### config.mk
export PLATFORM = sky130hd
export DESIGN_NAME = rv32i_fetch
export DESIGN_NICKNAME = d
export VERILOG_FILES = /design/src/rtl/rv32i_pkg.sv /design/src/rtl/rv32i_fetch_fifo.sv /design/src/rtl/rv32i_fetch.sv
export SDC_FILE = /design/constraint.sdc
export NUM_CORES = 1
export LEC_CHECK = 0
export ABC_AREA = 1
export CORE_AREA = 4 4 173 175
export CTS_BUF_LIST = sky130_fd_sc_hd__clkbuf_8
export CTS_CLUSTER_DIAMETER = 30
export CTS_CLUSTER_SIZE = 10
export DETAILED_ROUTE_END_ITERATION = 8
export DIE_AREA = 0 0 177 179
export PLACE_DENSITY_LB_ADDON = 0.3
export SYNTH_ARGS = -nofsm -noshare
export SYNTH_HDL_FRONTEND = slang
export SYNTH_SLANG_ARGS = --single-unit
### constraint.sdc
create_clock -name clk -period 5.5 [get_ports clk]
set_clock_uncertainty 0.15 [all_clocks]
set_input_delay 0.825 -clock clk [delete_from_list [all_inputs] [get_ports clk]]
set_output_delay 0.825 -clock clk [all_outputs]
set_load 0.05 [all_outputs]
### src/rtl/rv32i_pkg.sv
// Shared RV32I core definitions: datapath widths and the fetch-to-decode entry.
package rv32i_pkg;

    localparam int XLEN = 32;
    localparam int ILEN = 32;

    localparam logic [XLEN-1:0] IMEM_ALIGN_MASK = 32'hFFFF_FFFC;

    typedef struct packed {
        logic [XLEN-1:0] pc;
        logic [ILEN-1:0] instr;
    } fetch_entry_t;

endpackage

### src/rtl/rv32i_fetch_fifo.sv
// Small synchronous buffer of fetched {pc, instr} entries between memory and decode.
// Flush wins over a same-cycle push so stale words never survive a redirect.
module rv32i_fetch_fifo
    import rv32i_pkg::*;
#(
    parameter int DEPTH = 2
) (
    input  logic                       clk,
    input  logic                       rst_n,
    input  logic                       push,
    input  fetch_entry_t               push_entry,
    input  logic                       pop,
    input  logic                       flush,
    output fetch_entry_t               head,
    output logic                       full,
    output logic                       empty,
    output logic [$clog2(DEPTH+1)-1:0] count
);

    localparam int CW = $clog2(DEPTH + 1);
    localparam int PW = (DEPTH > 1) ? $clog2(DEPTH) : 1;

    fetch_entry_t    mem [DEPTH];
    logic   [PW-1:0] wr_ptr;
    logic   [PW-1:0] rd_ptr;
    logic            do_push;
    logic            do_pop;

    assign full    = (count == CW'(DEPTH));
    assign empty   = (count == '0);
    assign do_push = push & ~full;
    assign do_pop  = pop & ~empty;
    assign head    = mem[rd_ptr];

    function automatic logic [PW-1:0] ptr_inc(input logic [PW-1:0] p);
        return (p == PW'(DEPTH - 1)) ? '0 : p + 1'b1;
    endfunction

    always_ff @(posedge clk or negedge rst_n) begin
        if (!rst_n) begin
            wr_ptr <= '0;
            rd_ptr <= '0;
            count  <= '0;
            for (int i = 0; i < DEPTH; i++) begin
                mem[i] <= '0;
            end
        end else if (flush) begin
            wr_ptr <= '0;
            rd_ptr <= '0;
            count  <= '0;
        end else begin
            if (do_push) begin
                mem[wr_ptr] <= push_entry;
                wr_ptr      <= ptr_inc(wr_ptr);
            end
            if (do_pop) begin
                rd_ptr <= ptr_inc(rd_ptr);
            end
            if (do_push && !do_pop) begin
                count <= count + 1'b1;
            end else if (!do_push && do_pop) begin
                count <= count - 1'b1;
            end
        end
    end

    // The fetch credit scheme must make this unreachable.
    overflow_a: assert property (@(posedge clk) disable iff (!rst_n) !(push && full && !flush));

endmodule

### src/rtl/rv32i_fetch.sv
// RV32I fetch stage: owns the PC, issues credit-limited word requests to imem and
// drops responses that were already in flight when a redirect arrived.
module rv32i_fetch
    import rv32i_pkg::*;
#(
    parameter logic [XLEN-1:0] RESET_PC   = 32'h0000_0000,
    parameter int              FIFO_DEPTH = 2
) (
    input  logic            clk,
    input  logic            rst_n,
    output logic            imem_req_valid,
    input  logic            imem_req_ready,
    output logic [XLEN-1:0] imem_req_addr,
    input  logic            imem_rsp_valid,
    input  logic [ILEN-1:0] imem_rsp_data,
    input  logic            redirect_valid,
    input  logic [XLEN-1:0] redirect_pc,
    output logic            if_valid,
    input  logic            if_ready,
    output logic [ILEN-1:0] if_instr,
    output logic [XLEN-1:0] if_pc
);

    localparam int CW = $clog2(FIFO_DEPTH + 1);

    logic [XLEN-1:0] req_pc;
    logic [XLEN-1:0] rsp_pc;
    logic [CW-1:0]   outstanding;
    logic [CW-1:0]   outstanding_next;
    logic [CW-1:0]   discard;
    logic [CW-1:0]   fifo_count;
    logic [CW:0]     in_use;
    logic [XLEN-1:0] target_pc;
    logic            fifo_full;
    logic            fifo_empty;
    logic            pop;
    logic            acc;
    logic            live_rsp;
    fetch_entry_t    push_entry;
    fetch_entry_t    head;

    assign pop       = if_valid & if_ready;
    assign acc       = imem_req_valid & imem_req_ready;
    assign live_rsp  = imem_rsp_valid & (discard == '0);
    assign target_pc = redirect_pc & IMEM_ALIGN_MASK;

    // Buffered plus in-flight words may never exceed the buffer size; a same-cycle
    // pop frees a slot early so a 1-cycle memory streams without bubbles.
    assign in_use         = {1'b0, fifo_count} + {1'b0, outstanding} - {{CW{1'b0}}, pop};
    assign imem_req_valid = rst_n & ~redirect_valid & (in_use < (CW+1)'(FIFO_DEPTH));
    assign imem_req_addr  = req_pc;

    always_comb begin
        outstanding_next = outstanding;
        if (acc && !imem_rsp_valid) begin
            outstanding_next = outstanding + 1'b1;
        end else if (!acc && imem_rsp_valid) begin
            outstanding_next = outstanding - 1'b1;
        end
    end

    always_comb begin
        push_entry       = '0;
        push_entry.pc    = rsp_pc;
        push_entry.instr = imem_rsp_data;
    end

    // On redirect every word still in flight after this cycle is stale.
    always_ff @(posedge clk or negedge rst_n) begin
        if (!rst_n) begin
            req_pc      <= RESET_PC;
            rsp_pc      <= RESET_PC;
            outstanding <= '0;
            discard     <= '0;
        end else begin
            outstanding <= outstanding_next;
            if (redirect_valid) begin
                req_pc  <= target_pc;
                rsp_pc  <= target_pc;
                discard <= outstanding_next;
            end else begin
                if (acc) begin
                    req_pc <= req_pc + 32'd4;
                end
                if (live_rsp) begin
                    rsp_pc <= rsp_pc + 32'd4;
                end
                if (imem_rsp_valid && discard != '0) begin
                    discard <= discard - 1'b1;
                end
            end
        end
    end

    rv32i_fetch_fifo #(
        .DEPTH(FIFO_DEPTH)
    ) u_fifo (
        .clk       (clk),
        .rst_n     (rst_n),
        .push      (live_rsp),
        .push_entry(push_entry),
        .pop       (pop),
        .flush     (redirect_valid),
        .head      (head),
        .full      (fifo_full),
        .empty     (fifo_empty),
        .count     (fifo_count)
    );

    assign if_valid = ~fifo_empty;
    assign if_instr = head.instr;
    assign if_pc    = head.pc;

endmodule

### Yosys cells after proc, flatten, opt, wreduce, memory -nomap -nowiden

Cells that the tools add are included.
W data, S select, Z words.

| storage, ports and cells | value |
|---|---|
| register bits | 200 |

| cells by class | value |
|---|---|
| bitwise logic cells | 12 |
| equal/unequal tests | 1 |
| reductions and logical operators | 20 |
| magnitude comparators | 4 |
| mux-type cells | 23 |
| $add $sub $neg | 11 |

Operator list:

| operator | number |
|---|---|
| $mux W64 | 4 |
| $bwmux W128 | 1 |
| $mux W32 | 4 |
| $add A32 B3 Y32 const B | 2 |
| $demux W64 S1 | 1 |
| $mux W2 | 7 |
| $reduce_bool A2 Y1 | 6 |
| $and A1 B1 Y1 | 7 |
| $logic_and A1 B1 Y1 | 6 |
| $mux W1 | 6 |
| $sub A2 B1 Y2 const B | 3 |
| $add A2 B1 Y2 const B | 2 |
| $ge A2 B2 Y1 const B | 2 |
| $logic_not A1 Y1 | 4 |
| $logic_not A2 Y1 | 2 |
| $not A1 Y2 | 2 |
| $add A2 B2 Y3 | 1 |
| $lt A3 B2 Y1 const B | 1 |
| $not A1 Y1 | 3 |
| $reduce_bool A3 Y1 | 1 |
| $sub A3 B1 Y3 | 1 |
| $add A1 B1 Y1 const B | 2 |
| $eq A2 B2 Y1 const B | 1 |
| $lt A2 B1 Y1 const B | 1 |
| $reduce_and A2 Y1 | 1 |

### Depth between registers and ports, before layout

Gate-level depths: netlist of the first run.

| logic depth | value |
|---|---|
| word-level depth | 12 |
| depth in mapped cells | 19 |
| gate-level depth less buffers | 19 |

### By module

Synthesis of the first run repeated with hierarchy kept, for this count alone.

| second synthesis, totals | value |
|---|---|
| cells, all modules | 1445 |
| area total of the unflattened synthesis | 10754.1 sq um |

By module, submodules not included:

| module | sequential area each (sq um) | times used | area an instance (sq um) | cells each |
|---|---|---|---|---|
| rv32i_fetch_fifo | 3303.2 | 1 | 6123.4 | 722 |
| rv32i_fetch | 1601.5 | 1 | 4630.7 | 723 |

### Least setup slack after synthesis of the first run

Ideal clock, no wire load.

| timing | value |
|---|---|
| path kind | flip-flop to output port |
| start | register u_fifo.count[0] |
| end | output imem_req_valid |
| cell stages (with the launch flop) | 12 |
| path buffers | 0 |
| slack | 1929 ps |
| arrival | 2596 ps |
| path through | dfrtp_1 inv_1 nand2_1 nand2_1 inv_1 ha_1 inv_1 nand2_1 fa_1 nand2_1 nor2_1 and2_1 |

| on the way | value |
|---|---|
| word-level cells in the longest chain between the ends | 6 |

Ends and longest elaborated chain:

| element | line | text |
|---|---|---|
| start, declared | rv32i_fetch_fifo.sv:17 | `output logic [$clog2(DEPTH+1)-1:0] count` |
| start signal, assigned | rv32i_fetch_fifo.sv:60 | `count <= count + 1'b1;` |
| start signal, assigned | rv32i_fetch_fifo.sv:62 | `count <= count - 1'b1;` |
| $logic_not A2 Y1 | rv32i_fetch_fifo.sv:30 | `assign empty = (count == '0);` |
| $not A1 Y1 | rv32i_fetch.sv:110 | `assign if_valid = ~fifo_empty;` |
| net if_valid | rv32i_fetch.sv:18 | `output logic if_valid,` |
| $and A1 B1 Y1 | rv32i_fetch.sv:42 | `assign pop = if_valid & if_ready;` |
| $sub A3 B1 Y3 | rv32i_fetch.sv:49 | `assign in_use = {1'b0, fifo_count} + {1'b0, outstanding} - {{CW{1'b0}}, pop};` |
| $lt A3 B2 Y1 | rv32i_fetch.sv:50 | `assign imem_req_valid = rst_n & ~redirect_valid & (in_use < (CW+1)'(FIFO_DEPTH));` |
| $and A1 B1 Y1 | rv32i_fetch.sv:50 |  |
| end, declared | rv32i_fetch.sv:11 | `output logic imem_req_valid,` |

The timed path passes the listed nets, and every way through them passes these cells.

### Worst setup path in the final report of the first run

| timing | value |
|---|---|
| start | input if_ready |
| end | output imem_req_valid |

| on the way | value |
|---|---|
| word-level cells in the longest chain between the ends | 4 |

Ends and longest elaborated chain:

| element | line | text |
|---|---|---|
| start, declared | rv32i_fetch.sv:19 | `input logic if_ready,` |
| $and A1 B1 Y1 | rv32i_fetch.sv:42 |  |
| $sub A3 B1 Y3 | rv32i_fetch.sv:49 |  |
| $lt A3 B2 Y1 | rv32i_fetch.sv:50 |  |
| $and A1 B1 Y1 | rv32i_fetch.sv:50 |  |

No other way between the ends.

==> impl_metrics.tcl, run 1 <==
set metrics [dict create \
    drc 0 \
    core_mm2 0.0285 \
    highest-signal-layer "met4" \
    crit_chain "clkdlybuf4s50_1 -> nand2_1 -> inv_1 -> ha_1 -> inv_1 -> nand2_1 -> fa_1 -> nand2_1 -> nor2_1 -> and2_1 -> clkdlybuf4s50_1" \
    antenna_found_initial 0 \
    grt_max_degree 125 \
    min_period_ns 4.40 \
    yosys-top-cells-count "nand2_1, dfrtp_1, inv_1" \
    setup_viol 0 \
    setup_tns_ns 0 \
    cpMostUsedCell "nand2_1" \
    hold_buffers 0 \
    io_pins 168 \
    holdWs_ns 0.206 \
    rows 62 \
    synth_edf_count 0 \
    ir_drop_v 0.000168 \
    drtIter0Drc 661 \
    max_freq_mhz 227 \
    post_cts_buffers 0 \
    grt-ovfl-total 0 \
    dieHeight_um 179 \
    p_switching_mw 2.89 \
    synthesis.area_mm2 0.0101 \
    wl_per_cell_um 14.6 \
    hpwl_mm 19.7 \
    crit_type "in2out" \
    status "finished, final reports clean" \
    placed_area_mm2 0.0120 \
    clock_latency_ns 0.46 \
    cp_slowest_cell "clkdlybuf4s50_1" \
    finalInstanceArea_mm2 0.0124 \
    gp_congestion 0.982 \
    portBuffers 161 \
    synth_area_leader_cell "dfrtp_1" \
    drive_gt1_frac 0.0430 \
    reg2reg_depth 16 \
    cpPeakStageDelay_ns 0.79 \
    start_util 0.356 \
    end_kind "output port" \
    synth.most_common_cell "nand2_1" \
    rsz0062_at_grt "false" \
    grt_pass1_wl_mm 45.2 \
    ys_seq_elements 192 \
    cts_tree "yes" \
    finalCritPeriodShare 0.801 \
    drv_slew 0 \
    cts_resized 0 \
    fin_util 0.435 \
    clk_path_buf_depth 2 \
    maxCapViolations 0 \
    final_nets 1597 \
    startpoint_type "primary input" \
    wirelength_met1_mm 13.6 \
    leakagePower_nw 5.95 \
    timing.rr.start "u_fifo.count[0]$_DFFE_PN0P_" \
    syn_area_per_cell_um2 7.30 \
    fill_cells 2946 \
    postSynthCellCount 1389 \
    synth.top_cell.area_share 0.474 \
    htreeDepth 4 \
    cts_buffers 17 \
    yosysSeqAreaShare 0.474 \
    ys_warn_count 0 \
    hp-class "in2async" \
    worst-r2r-setup-slack_ns 1.93 \
    wl_met2_mm 12.2 \
    diodes 0 \
    relSlewSlack 0.326 \
    power_mw 6.13 \
    worst_pin_slew_ns 1.01 \
    cts.sinks 192 \
    p_sw_frac 0.472 \
    antenna_left 0 \
    p_int_mw 3.24 \
    pwr_density_cell_mw_per_mm2 496 \
    synth_cell_types 38 \
    async_flop_share 1.00 \
    viasPerCell 4.80 \
    crit_required_ns 4.53 \
    die_area_mm2 0.0317 \
    cp_max_fo 6 \
    reg2reg_to "imem_req_addr[18]$_DFFE_PN0P_" \
    clock-root-buffer "clkbuf_8" \
    hold_viol_final 0 \
    grt_use_total 0.178 \
    clock_power_share 0.155 \
    crit_arrival_ns 3.43 \
    area_delta_synth_final_pct 22.1 \
    wl_met3_mm 1.75 \
    ys.flop_type "dfrtp_1" \
    clkTransAtPathRegs_ns 0.11 \
    synthTopCellsByArea "dfrtp_1, nand2_1, inv_1, o21ai_0, o21ai_1" \
    seqPwrFrac 0.362 \
    drt_wl_total_mm 28.1 \
    power_frac_comb 0.483 \
    vias 9203 \
    first_pass_iters 5 \
    fp.dieW_um 177 \
    grt_pass1_vias 8577 \
]
[area by class of cell]
cell class,count,area (um2),share of cell area
Sequential cell,192,4810,0.388
Clock inverter,15,173,0.0140
Clock buffer,17,234,0.0189
Multi-Input combinational cell,1007,4490,0.363
Timing Repair Buffer,169,1690,0.136
Inverter,134,503,0.0406
Tap cell,384,480,0.0388
[how the worst max path moves through the flow]
stage	from	cells past startpoint	to	slack (ns)
2_1_floorplan	u_fifo.count[0]$_DFFE_PN0P_	11	imem_req_valid	1.93
3_3_place_gp	if_ready	11	imem_req_valid	1.07
3_5_place_dp	if_ready	11	imem_req_valid	1.07
4_1_cts	if_ready	11	imem_req_valid	1.07
5_1_grt	if_ready	11	imem_req_valid	0.85
6_report	if_ready	11	imem_req_valid	1.10
[registers in the layout, summed over array words and instances, names as in the netlist]
signal	count
outstanding	2
u_fifo.count	2
u_fifo.rd_ptr	1
u_fifo.mem	124
u_fifo.wr_ptr	1
imem_req_addr	30
discard	2
rsp_pc	30
[placed cells by master, fill, tap and decap left out, types with 17 or more instances in the layout]
master / netlist / layout
a21oi_1: 17 / 17
clkbuf_8: 0 / 18
clkdlybuf4s50_1: 0 / 160
dfrtp_1: 192 / 191
inv_1: 129 / 129
nand2_1: 586 / 586
nand3_1: 54 / 54
nor2_1: 96 / 96
o21ai_0: 80 / 80
o21ai_1: 79 / 79
xor2_1: 21 / 21
[layer usage]
layer  track usage  vias up
met5             0        -
met4        0.0487        0
met3        0.0297       23
met2         0.273      291
met1         0.261     4291
li1              -     4598
[critical path: cells and delay by family]
family	cells	cell delay, ns
buffers and inverters	4	1.30
AND/OR/NAND/NOR	5	0.55
adder cells (fa/ha/maj)	2	0.75
[logic make-up (layout without fill, tap and decap cells)]
kind of cell | count (synthesis) | in the layout | share of synthesized area
AO/OA/AOI/OAI | 203 | 203 | 0.108
XOR/XNOR | 24 | 24 | 0.0207
adder cells (fa/ha/maj) | 6 | 6 | 0.00815
buffers and inverters | 193 | 335 | 0.0854
flip-flops | 192 | 192 | 0.474
multiplexers | 1 | 1 | 0.00111
other | 1 | 4 | 0.000370
AND/OR/NAND/NOR | 769 | 769 | 0.302
[power by group through the flow]
stage          clock network (mW)  logic, mW  registers, mW
2_1_floorplan                   0       1.96           2.31
3_3_place_gp                    0       2.96           2.22
3_5_place_dp                    0       2.99           2.24
4_1_cts                     0.986       3.00           2.21
5_1_grt                      1.04       3.24           2.28
6_report                    0.950       2.97           2.22
[through the flow]
| step | instances | setup slack, ns |
|---|---|---|
| 2_1_floorplan | 1392 | 1.93 |
| 3_3_place_gp | 1886 | 1.07 |
| 3_5_place_dp | 1886 | 1.07 |
| 4_1_cts | 1918 | 1.07 |
| 5_1_grt | 1918 | 0.851 |
| 6_report | 1918 | 1.10 |
(Power assumes the default switching activity.)
==> run 2, diff against run 1 <==
==> constraint.sdc (replaced) <==
create_clock -name clk -period 3.73 [get_ports clk]
set_clock_uncertainty 0.15 [all_clocks]
set_input_delay 0.5595 -clock clk [delete_from_list [all_inputs] [get_ports clk]]
set_output_delay 0.5595 -clock clk [all_outputs]
set_load 0.05 [all_outputs]
==> run 2 against run 1 <==
Via count increased by 1.0%; largest cell class unchanged; clock power increased by 48%; sequential cell count unchanged.
==> impl_metrics.tcl, run 2 (synthesis results as in run 1) <==
set metrics [dict create \
    gp_congestion 0.912 \
    post_cts_buffers 0 \
    hold_buffers 1 \
    cp_top_family "simple AND/OR/NAND/NOR gates" \
    clkTransAtPathRegs_ns 0.09 \
    relSlewSlack 0.494 \
    cp-startpoint "u_fifo.count[0]$_DFFE_PN0P_" \
    portBuffers 161 \
    drtIter0Drc 746 \
    drc 0 \
    worst-path-buf-inv 4 \
    post-place-ws_ns 0.243 \
    hold_depth 2 \
    ir_drop_v 0.000262 \
    crit_cells 12 \
    crit_required_ns 3.02 \
    vias 9295 \
    drt_wl_total_mm 28.2 \
    viasPerCell 4.82 \
    hpwl_mm 20.2 \
    start_util 0.356 \
    startpoint_type "flip-flop" \
    cts.sinks 192 \
    cts_resized 0 \
    clock_power_share 0.155 \
    status "finished, final reports clean" \
    layout_setup_ws_ns 0.263 \
    p_int_mw 4.87 \
    dieHeight_um 179 \
    setup_tns_ns 0 \
    placed_area_mm2 0.0121 \
    fp.dieW_um 177 \
    crit_arrival_ns 2.76 \
    hold_viol_final 0 \
    timing.rr.start "u_fifo.count[0]$_DFFE_PN0P_" \
    reg2reg_depth 16 \
    largest_reg_flops 124 \
    seqPwrFrac 0.360 \
    grt_pass1_vias 8688 \
    p_sw_frac 0.465 \
    pwr_density_cell_mw_per_mm2 727 \
    antenna_left 0 \
    finalInstanceArea_mm2 0.0125 \
    grt_max_degree 141 \
    rsz0062_at_grt "false" \
    top_register "u_fifo.mem" \
    fill_cells 2914 \
    mostFrequentLayoutCell "nand2_1" \
    wirelength_met1_mm 13.7 \
    io_pins 168 \
    leakagePower_nw 6.04 \
    grt_pass1_wl_mm 45.6 \
    die_area_mm2 0.0317 \
    diodes 0 \
    cpPeakStageDelay_ns 0.48 \
    holdWs_ns 0.344 \
    p_switching_mw 4.23 \
    highest-signal-layer "met4" \
    end_kind "output port" \
    crit_type "reg2out" \
    min_period_ns 3.47 \
    grt_use_total 0.180 \
    power_frac_comb 0.485 \
    first_pass_iters 6 \
    maxCapViolations 0 \
    wl_per_cell_um 14.6 \
    clock-root-buffer "clkbuf_8" \
    area_delta_synth_final_pct 23.5 \
    cp_max_fo 6 \
    crit_chain "inv_1 -> nand2_1 -> nand2_1 -> inv_1 -> ha_1 -> inv_1 -> nand2_1 -> fa_1 -> nand2_1 -> nor2_1 -> and2_1 -> buf_12" \
    clk_path_buf_depth 2 \
    max_freq_mhz 288 \
    drv_slew 0 \
    cp_slowest_cell "fa_1" \
    cpMostUsedCell "nand2_1" \
    holdCritStartpoint "u_fifo.mem[106]$_DFFE_PN0P_" \
    cts_buffers 17 \
    cts_tree "yes" \
    htreeDepth 4 \
    antenna_found_initial 0 \
    power_mw 9.10 \
    wl_met3_mm 2.04 \
    final_cell_mix "nand2_1, dfrtp_1, clkdlybuf4s50_1, inv_1, nor2_1" \
    worst_pin_slew_ns 0.758 \
    drive_gt1_frac 0.0512 \
    grt-ovfl-total 0 \
    rows 62 \
    clock_latency_ns 0.47 \
    wl_met2_mm 11.8 \
    final_nets 1607 \
    finalCritPeriodShare 0.929 \
    hp-class "reg2reg" \
    core_mm2 0.0285 \
    setup_viol 0 \
]
-- run 2: cell count changes in the layout (fill, tap and decap cells not counted), moves of 3 or more --
cell,delta
buf_4,+8
buf_12,+6
clkdlybuf4s50_1,-5
inv_8,-3
-- run 2: metrics by stage --
stage,cells,util
6_report,1928,0.440
5_1_grt,1928,0.440
4_1_cts,1928,0.440
3_5_place_dp,1895,0.425
3_3_place_gp,1895,0.425
2_1_floorplan,1392,-
-- run 2: cell type report --
| class | count | area [um2] | area share |
|---|---|---|---|
| clock buffer | 18 | 248 | 0.0198 |
| inverter | 134 | 503 | 0.0402 |
| tap | 384 | 480 | 0.0384 |
| timing repair buffer | 179 | 1830 | 0.146 |
| sequential | 192 | 4810 | 0.384 |
| clock inverter | 14 | 160 | 0.0128 |
| multi-input combinational | 1007 | 4490 | 0.359 |
-- run 2: path summary, 6_finish.rpt --
check / slack, ns / to
max in group asynchronous: 1.85 / rsp_pc[17]$_DFFE_PN0N_
setup reg to reg: 0.59 / imem_req_addr[11]$_DFFE_PN0P_
hold / removal: 0.34 / u_fifo.mem[106]$_DFFE_PN0P_
min in group asynchronous: 0.45 / u_fifo.mem[89]$_DFFE_PN0P_
setup / recovery: 0.26 / imem_req_valid
hold reg to reg: 0.34 / u_fifo.mem[106]$_DFFE_PN0P_
-- run 2: power by group through the flow --
stage	logic (mW)	registers, mW	clock network, mW
after floorplan	2.89	3.41	0
after global placement	4.40	3.28	0
after detailed placement	4.45	3.30	0
after CTS	4.46	3.26	1.45
after global routing	4.84	3.37	1.53
final	4.42	3.27	1.41
-- run 2: worst reg2reg max path, stage by stage, from the launching register on --
cell and delay (ns):
dfrtp_1 0.39, inv_1 0.17, nand2_1 0.12, nand2_1 0.16, inv_1 0.06, ha_1 0.26
inv_1 0.05, nand2_1 0.05, fa_1 0.48, nand2_1 0.05, nor2_1 0.16, nand3_2 0.19
inv_2 0.31, nand2_1 0.14, o21ai_0 0.20, nand3_1 0.09, nand2_1 0.07
-- run 2: per-layer routing --
layer | track usage | vias to the layer above
li1 | - | 4632
met1 | 0.267 | 4288
met2 | 0.266 | 343
met3 | 0.0342 | 32
met4 | 0.0574 | 0
met5 | 0 | -
